`config.mk`:
```
export PLATFORM = sky130hd
export DESIGN_NAME = clk_div_by_7
export DESIGN_NICKNAME = d
export VERILOG_FILES = /design/src/rtl/clk_div_pkg.sv /design/src/rtl/clk_div_negedge_stage.sv /design/src/rtl/clk_div_by_7.sv
export SDC_FILE = /design/constraint.sdc
export NUM_CORES = 1
export LEC_CHECK = 0
export ABC_AREA = 1
export CAP_MARGIN = 20
export CORE_AREA = 8 8 45 47
export CTS_CLUSTER_DIAMETER = 60
export DETAILED_ROUTE_END_ITERATION = 6
export DIE_AREA = 0 0 53 55
export GPL_TIMING_DRIVEN = 0
export PLACE_DENSITY_LB_ADDON = 0.12
export SLEW_MARGIN = 20
export SYNTH_ARGS = -nofsm -noshare
export SYNTH_HDL_FRONTEND = slang
export SYNTH_HIERARCHICAL = 1
export SYNTH_SLANG_ARGS = --single-unit
```
`constraint.sdc`:
```
create_clock -name clk -period 0.95 [get_ports clk]
set_input_delay 0.285 -clock clk [delete_from_list [all_inputs] [get_ports clk]]
set_output_delay 0.285 -clock clk [all_outputs]
set_load 0.05 [all_outputs]
```
`src/rtl/clk_div_pkg.sv`:
```
// Shared helpers for the integer clock divider: counter width, high-phase
// length and the default division ratio.
package clk_div_pkg;

  localparam int CLK_DIV_DEFAULT = 7;

  function automatic int cnt_width(input int div);
    return $clog2(div);
  endfunction

  // Rising-edge high count; odd ratios round down and rely on the
  // falling-edge stage to add the missing half period.
  function automatic int high_count(input int div);
    return (div % 2 == 1) ? (div - 1) / 2 : div / 2;
  endfunction

endpackage

```
`src/rtl/clk_div_negedge_stage.sv`:
```
// Single falling-edge retiming flop with asynchronous active-high reset,
// kept in its own module so negedge-path constraints live in one place.
module clk_div_negedge_stage
  import clk_div_pkg::*;
(
  input  logic clk,
  input  logic rstn,
  input  logic d,
  output logic q
);

  logic q_n_q;

  always_ff @(negedge clk or posedge rstn) begin
    if (rstn) q_n_q <= 1'b0;
    else      q_n_q <= d;
  end

  assign q = q_n_q;

endmodule

```
`src/rtl/clk_div_by_7.sv`:
```
// Integer clock divider, out_clk = clk / DIV. Define CLKDIV_DUTY50_EN to
// build the falling-edge stage that gives odd ratios a 50% duty cycle.
module clk_div_by_7
  import clk_div_pkg::*;
#(
  parameter int DIV = CLK_DIV_DEFAULT
) (
  input  logic clk,
  input  logic rstn,
  output logic out_clk
);

  localparam int CW_RAW = cnt_width(DIV);
  localparam int CW     = (CW_RAW < 1) ? 1 : CW_RAW;
  localparam int H      = high_count(DIV);

  localparam logic [CW-1:0] CNT_MAX = CW'(DIV - 1);
  localparam logic [CW-1:0] H_CNT   = CW'(H);

  if (DIV < 2) begin : g_bad_div
    $error("clk_div_by_7: DIV must be >= 2");
  end

  logic [CW-1:0] cnt_p_q, cnt_p_d;
  logic          q_p_q, q_p_d;

  // q_p looks at the pre-edge count, so it rises on the first edge after reset.
  always_comb begin
    cnt_p_d = (cnt_p_q == CNT_MAX) ? '0 : cnt_p_q + 1'b1;
    q_p_d   = (cnt_p_q < H_CNT);
  end

  always_ff @(posedge clk or posedge rstn) begin
    if (rstn) begin
      cnt_p_q <= '0;
      q_p_q   <= 1'b0;
    end else begin
      cnt_p_q <= cnt_p_d;
      q_p_q   <= q_p_d;
    end
  end

`ifdef CLKDIV_DUTY50_EN
  if (DIV % 2 == 1) begin : g_duty50
    logic q_n;

    clk_div_negedge_stage u_neg (
      .clk  (clk),
      .rstn (rstn),
      .d    (q_p_q),
      .q    (q_n)
    );

    // q_n trails q_p by half a period, stretching the high phase to DIV/2.
    assign out_clk = q_p_q | q_n;
  end else begin : g_direct
    assign out_clk = q_p_q;
  end
`else
  assign out_clk = q_p_q;
`endif

endmodule

```
Word-level counts from Yosys, hierarchy flattened:

Cells that the tools add are included.

* bits in registers: 4
* output and inout port bits: 1
* logic and storage cells: 6

* $add $sub $neg: 1
* magnitude comparators: 1
* equal/unequal tests: 1
* muxes and demuxes: 1

Operators by type and width (number)
* 3-bit by 1-bit adder with 3-bit output, second input constant: 1
* 3-bit == test, second input constant: 1
* 3-bit by 2-bit less-than comparator with 1-bit output, second input constant: 1
* 3-bit 2-to-1 mux: 1

Logic depth before layout (Yosys ltp):

Gate-level depths: netlist of the first run.

* depth after elaboration: 2
* gate-level depth with buffers: 4
* gate-level depth less buffers: 4

Worst setup path before layout of the first run:

No wires, ideal clock.

* path kind: register to output
* from: register q_p_q (netlist: out_clk)
* to: output port out_clk
* data arrival time: 0.586 ns
* path slack: 0.079 ns
* cell stages (with the launch flop): 1
* buffers on the path: 0
* cells stage by stage: dfrtp_1

RTL lines
* start, declared: line clk_div_by_7.sv:25 `logic q_p_q, q_p_d;`
* start signal, assigned: line clk_div_by_7.sv:39 `q_p_q <= q_p_d;`
* end, declared: line clk_div_by_7.sv:10 `output logic out_clk`

No word-level cell between the ends.

Worst setup path after layout of the first run:

* from: register q_p_q (netlist: out_clk)
* to: output port out_clk

No word-level cell between the ends.

==> metrics.txt, run 1 <==
status=complete, but fails checks; failing checks=setup timing; final setup vio count=1; Buf/Inv on CP=1; Final Critical Period=1028 ps; final wirelength=265 um; Port Buf Inserts=2; vias=102; Worst Setup End Kind=primary output; clock latency on the worst-skew pair=230 ps; Post-Route Utilization=0.1519; commonest non-fill, non-tap cell in the layout=nand2_1; Inst Count DP=34; dpl ws=-432.8 ps; largest net degree at the start of global routing=5; Synth-to-Final Area Change=43.59%; post-CTS setup buffers=0; slowest CP cell=dfrtp_1; post-synthesis sequential area ratio=0.6838; syn_area_per_cell=9.149 um^2; Cell Chain, Critical Path=buf_6; area of the die=0.002915 mm^2; vias in the first global route=124; post-synthesis xor/xnor area fraction=0; leakage=0.1171 nW; chip height=55 um; GRT overflow=0; r2r worst-path depth=4; pwr/cell area=1843 mW/mm^2; commonest non-fill, non-tap cells in the layout=nand2_1, inv_1, dfrtp_1; Slew @ Worst Pin=171.2 ps; DP HPWL=192.7 um; Hold Crit Class=input pin to async pin; slack of the critical path=-77.81 ps; relative slew slack=0.8857; Avg WL per Cell=7.162 um; hold_buf cts=0; cells after synthesis=16; boundary pin count=3; Final Hold Fails=0; Startpoint Class=register; drt first pass iters=1; Site Rows=14; CP Data Arrival Time=740 ps; worst-path fanout max=1; Peak supply drop=0.6150 mV; hold_ws=247.0 ps; CTS Buf Count=3; mux cell area share after synthesis=0; Yosys warnings=6; Clk pin slew, worst setup/hold paths=40 ps; Tot Pwr=0.3874 mW; Achievable Freq=0.9729 GHz; critical path depth=1; period utilization=1.082; Root Buffer=clkbuf_4; DRC=0; RSZ-0062 raised after global routing=yes; Setup CP Type=register to primary output; overall routing resource usage=0.02791; clock skew=0.2362 ps; Adder-Cell Fraction of Synth Area=0; Pins Over Slew Limit=0; via/cell ratio=2.757; Starting Density=0.1058; clk buf depth=2; layout cell share with drive strength beyond 1=0.1905; Num Clock Sinks=4; Synth cell types=5; crit-path leading delay family=flip-flops; die width=53 um; Synthesized Nets=18; CTS H-tree depth=1; antenna violations before repair=0; GP Congestion=0.6835; DR iter-0 viols=0; Core Box Area=0.001384 mm^2; post-synthesis simple-gate area fraction=0.1795; Nets=25; TritonCTS clock tree=yes; fin cells=37; main combinational cell family by area after synthesis=simple AND/OR/NAND/NOR gates; # diodes=0; WP data required=660 ps; Synth Area in Compound Gates=0.03419; #FFs+latches synth=4; Max Cap Viol=0; max incr delay on CP=360 ps; area of the mapped netlist=146.4 um^2; first-pass GRT wire length=510 um; Routed Antenna Nets=0
-- synthesized netlist by cell type --
| master | number | share of area |
|---|---|---|
| nand2_1 | 5 | 0.13 |
| dfrtp_1 | 4 | 0.68 |
| inv_1 | 4 | 0.10 |
| nor2_1 | 2 | 0.051 |
| a21oi_1 | 1 | 0.034 |
-- where the power goes --
group | switching [mW] | leakage (nW) | internal, mW
Sequential | 0 | 0.0572 | 0.171
Clock | 0.0672 | 0.0138 | 0.141
Combinational | 0.00393 | 0.0461 | 0.00385
-- worst paths after layout --
path / slack, ps / startpoint / end
min in group clk: 460 / cnt_p_q[0] / cnt_p_q[0]
setup reg to reg: 180 / cnt_p_q[1] / cnt_p_q[2]
setup / recovery: -80 / out_clk / out_clk
hold reg to reg: 460 / cnt_p_q[0] / cnt_p_q[0]
max in group asynchronous: 540 / rstn / cnt_p_q[2]
hold / removal: 250 / rstn / cnt_p_q[0]
-- routing by layer --
metal | track usage | part of all wire
met1 | 0.02748 | 0.54
met2 | 0.02734 | 0.30
met3 | 0.05080 | 0.16
met4 | 0 | 0
met5 | 0 | 0
-- per-stage QoR --
step	TNS, ps	instance area, um^2
2_1_floorplan	0	146.4
3_3_place_gp	-432.8	186.4
5_1_grt	-105.9	210.2
6_report	-77.81	210.2
4_1_cts	-92.96	210.2
3_5_place_dp	-432.8	186.4
-- sequential cells by signal, indices dropped and copies added, names as in the netlist --
signal and flops:
out_clk 1, cnt_p_q 3
-- final cells by class --
cell class | count | area, um^2
Tap cell | 16 | 20.02
Clock buffer | 3 | 22.52
Timing Repair Buffer | 2 | 21.27
Inverter | 4 | 15.01
Multi-Input combinational cell | 8 | 31.28
Fill cell | 160 | 1174
Sequential cell | 4 | 100.1
-- cell families (layout without fill, tap and decap cells) --
kind of cell | Yosys count | in the layout
AOI/OAI and AO/OA | 1 | 1
buffers and inverters | 4 | 9
and+or+nand+nor | 7 | 7
DFF | 4 | 4
-- what timing repair did --
item | 4_1_cts | 5_1_grt
hold endpoints to repair | 0 | 0
resized for setup | 7 | 0
endpoints found under the setup margin | 1 | 1
Power figures use the tool's default switching activity.
==> inputs of run 2 (changes only) <==
--- a/config.mk
+++ b/config.mk
@@ -6,6 +6,7 @@
 export NUM_CORES = 1
 export LEC_CHECK = 0
 export ABC_AREA = 1
+export ABC_CLOCK_PERIOD_IN_PS = 950
 export CAP_MARGIN = 20
 export CORE_AREA = 8 8 45 47
 export CTS_CLUSTER_DIAMETER = 60
==> results of run 2 <==
Same layout as run 1: the final DEF is identical, and so are final timing and power.
==> inputs of run 3 (changes only) <==
--- a/config.mk
+++ b/config.mk
@@ -8,11 +8,12 @@
 export ABC_AREA = 1
 export ABC_CLOCK_PERIOD_IN_PS = 950
 export CAP_MARGIN = 20
-export CORE_AREA = 8 8 45 47
+export CORE_AREA = 2 2 39 41
 export CTS_CLUSTER_DIAMETER = 60
 export DETAILED_ROUTE_END_ITERATION = 6
-export DIE_AREA = 0 0 53 55
+export DIE_AREA = 0 0 41 43
 export GPL_TIMING_DRIVEN = 0
+export HOLD_SLACK_MARGIN = 0.12
 export PLACE_DENSITY_LB_ADDON = 0.12
 export SLEW_MARGIN = 20
 export SYNTH_ARGS = -nofsm -noshare
==> run 3 against run 2 <==
Compared with the run above:
- clock power barely moved
- the flow still finishes with violations (setup timing)
- die area fell by 40%
- register-to-register slack barely moved
- total power rose by 0.29%
==> metrics.txt, run 3 (synthesized netlist as in run 1, its figures left out) <==
Starting Density=0.1058; register area=100.1 um^2; Reg2Reg Setup Slack=190 ps; commonest non-fill, non-tap cells in the layout=nand2_1, inv_1, dfrtp_1; Setup CP Type=register to primary output; CTS H-tree depth=1; post-CTS setup buffers=0; Cell Chain, Critical Path=buf_6; Num Clock Sinks=4; CTS Buf Count=3; GP Congestion=0.6713; area of the die=0.001763 mm^2; TritonCTS clock tree=yes; status=complete, but fails checks; Core Box Area=0.001384 mm^2; Startpoint Class=register; largest net degree at the start of global routing=5; worst-path fanout max=1; Port Buf Inserts=2; vias=99; final wirelength=258 um; layout cell share with drive strength beyond 1=0.1905; first-pass GRT wire length=358 um; Max Cap Viol=0; crit-path leading delay family=flip-flops; Site Rows=14; Synth-to-Final Area Change=43.59%; chip height=43 um; WP data required=660 ps; DRC=0; Final Hold Fails=0; vias in the first global route=95; final instance area=210.2 um^2; Pins Over Slew Limit=0; Clk pin slew, worst setup/hold paths=40 ps; fill count=153; Achievable Freq=0.9681 GHz; Slew @ Worst Pin=156.0 ps; die width=41 um; Final Critical Period=1033 ps; max incr delay on CP=360 ps; RSZ-0062 raised after global routing=yes; final setup vio count=1; Root Buffer=clkbuf_4; GRT overflow=0; flip-flop count of the largest register after layout=3; clock latency on the worst-skew pair=230 ps; pwr/cell area=1848 mW/mm^2; period utilization=1.087; overall routing resource usage=0.03831; DR iter-0 viols=0; Nets=25; CP Data Arrival Time=750 ps; commonest non-fill, non-tap cell in the layout=nand2_1; leakage=0.1171 nW; Multi-input gate area=31.28 um^2; Buf/Inv on CP=1; dpl ws=-431.9 ps; Avg WL per Cell=6.973 um; via/cell ratio=2.676; slowest CP cell=dfrtp_1; Area after DPL=186.4 um^2; clk buf depth=2; Worst Setup End Kind=primary output; DP HPWL=166.9 um; drt first pass iters=1; antenna violations before repair=0; failing checks=setup timing; setup TNS=-82.94 ps; Routed Antenna Nets=0; largest register by flop count=cnt_p_q; # diodes=0; boundary pin count=3; slack of the critical path=-82.94 ps; Peak supply drop=0.8965 mV; relative slew slack=0.8959; clock skew=5.404 ps; Hold Crit Class=input pin to async pin
-- run 3: cell counts in the layout (fill, tap and decap cells not counted) --
Identical to the previous run, type by type.
-- run 3: stage by stage --
| step | util | cells | hold slack (ps) | power [mW] |
|---|---|---|---|---|
| after floorplan | - | 16 | 51.08 | 0.1763 |
| after global placement | 0.1347 | 34 | 452.2 | 0.1814 |
| after detailed placement | 0.1347 | 34 | 445.6 | 0.1814 |
| after CTS | 0.1519 | 37 | 241.0 | 0.4015 |
| after global routing | 0.1519 | 37 | 266.6 | 0.4117 |
| final | 0.1519 | 37 | 235.6 | 0.3885 |
-- run 3: path summary, 6_finish.rpt --
check                            from         end  depth (start not counted)
setup / recovery              out_clk     out_clk                          1
hold / removal                   rstn  cnt_p_q[0]                          2
setup reg to reg           cnt_p_q[1]  cnt_p_q[2]                          4
hold reg to reg            cnt_p_q[0]  cnt_p_q[0]                          1
max in group asynchronous        rstn  cnt_p_q[2]                          2
min in group clk           cnt_p_q[0]  cnt_p_q[0]                          1
-- run 3: cell type report --
| type | count | share of cell area |
|---|---|---|
| multi-input cells | 8 | 0.1488 |
| inverters | 4 | 0.07143 |
| flip-flops and latches | 4 | 0.4762 |
| clock buffers | 3 | 0.1071 |
| well taps | 16 | 0.09524 |
| repair buffers | 2 | 0.1012 |
-- run 3: power by group --
group / total (mW) / internal (mW) / switching [mW]
clock network: 0.210 / 0.141 / 0.0685
logic: 0.00745 / 0.00384 / 0.00361
registers: 0.171 / 0.171 / 0
-- run 3: timing repair --
item	in CTS	in global routing
cloned	0	0
hold buffers	0	0
setup endpoints to repair	1	1
gates resized for setup	7	0
-- run 3: routing by layer --
metal  GRT usage  vias up  routed length [um]
li1            -       56                   -
met1     0.04235       40                 134
met2     0.03125        3                  93
met3     0.06283        0                  30
met4     0.02000        0                   0
met5           0        -                   0
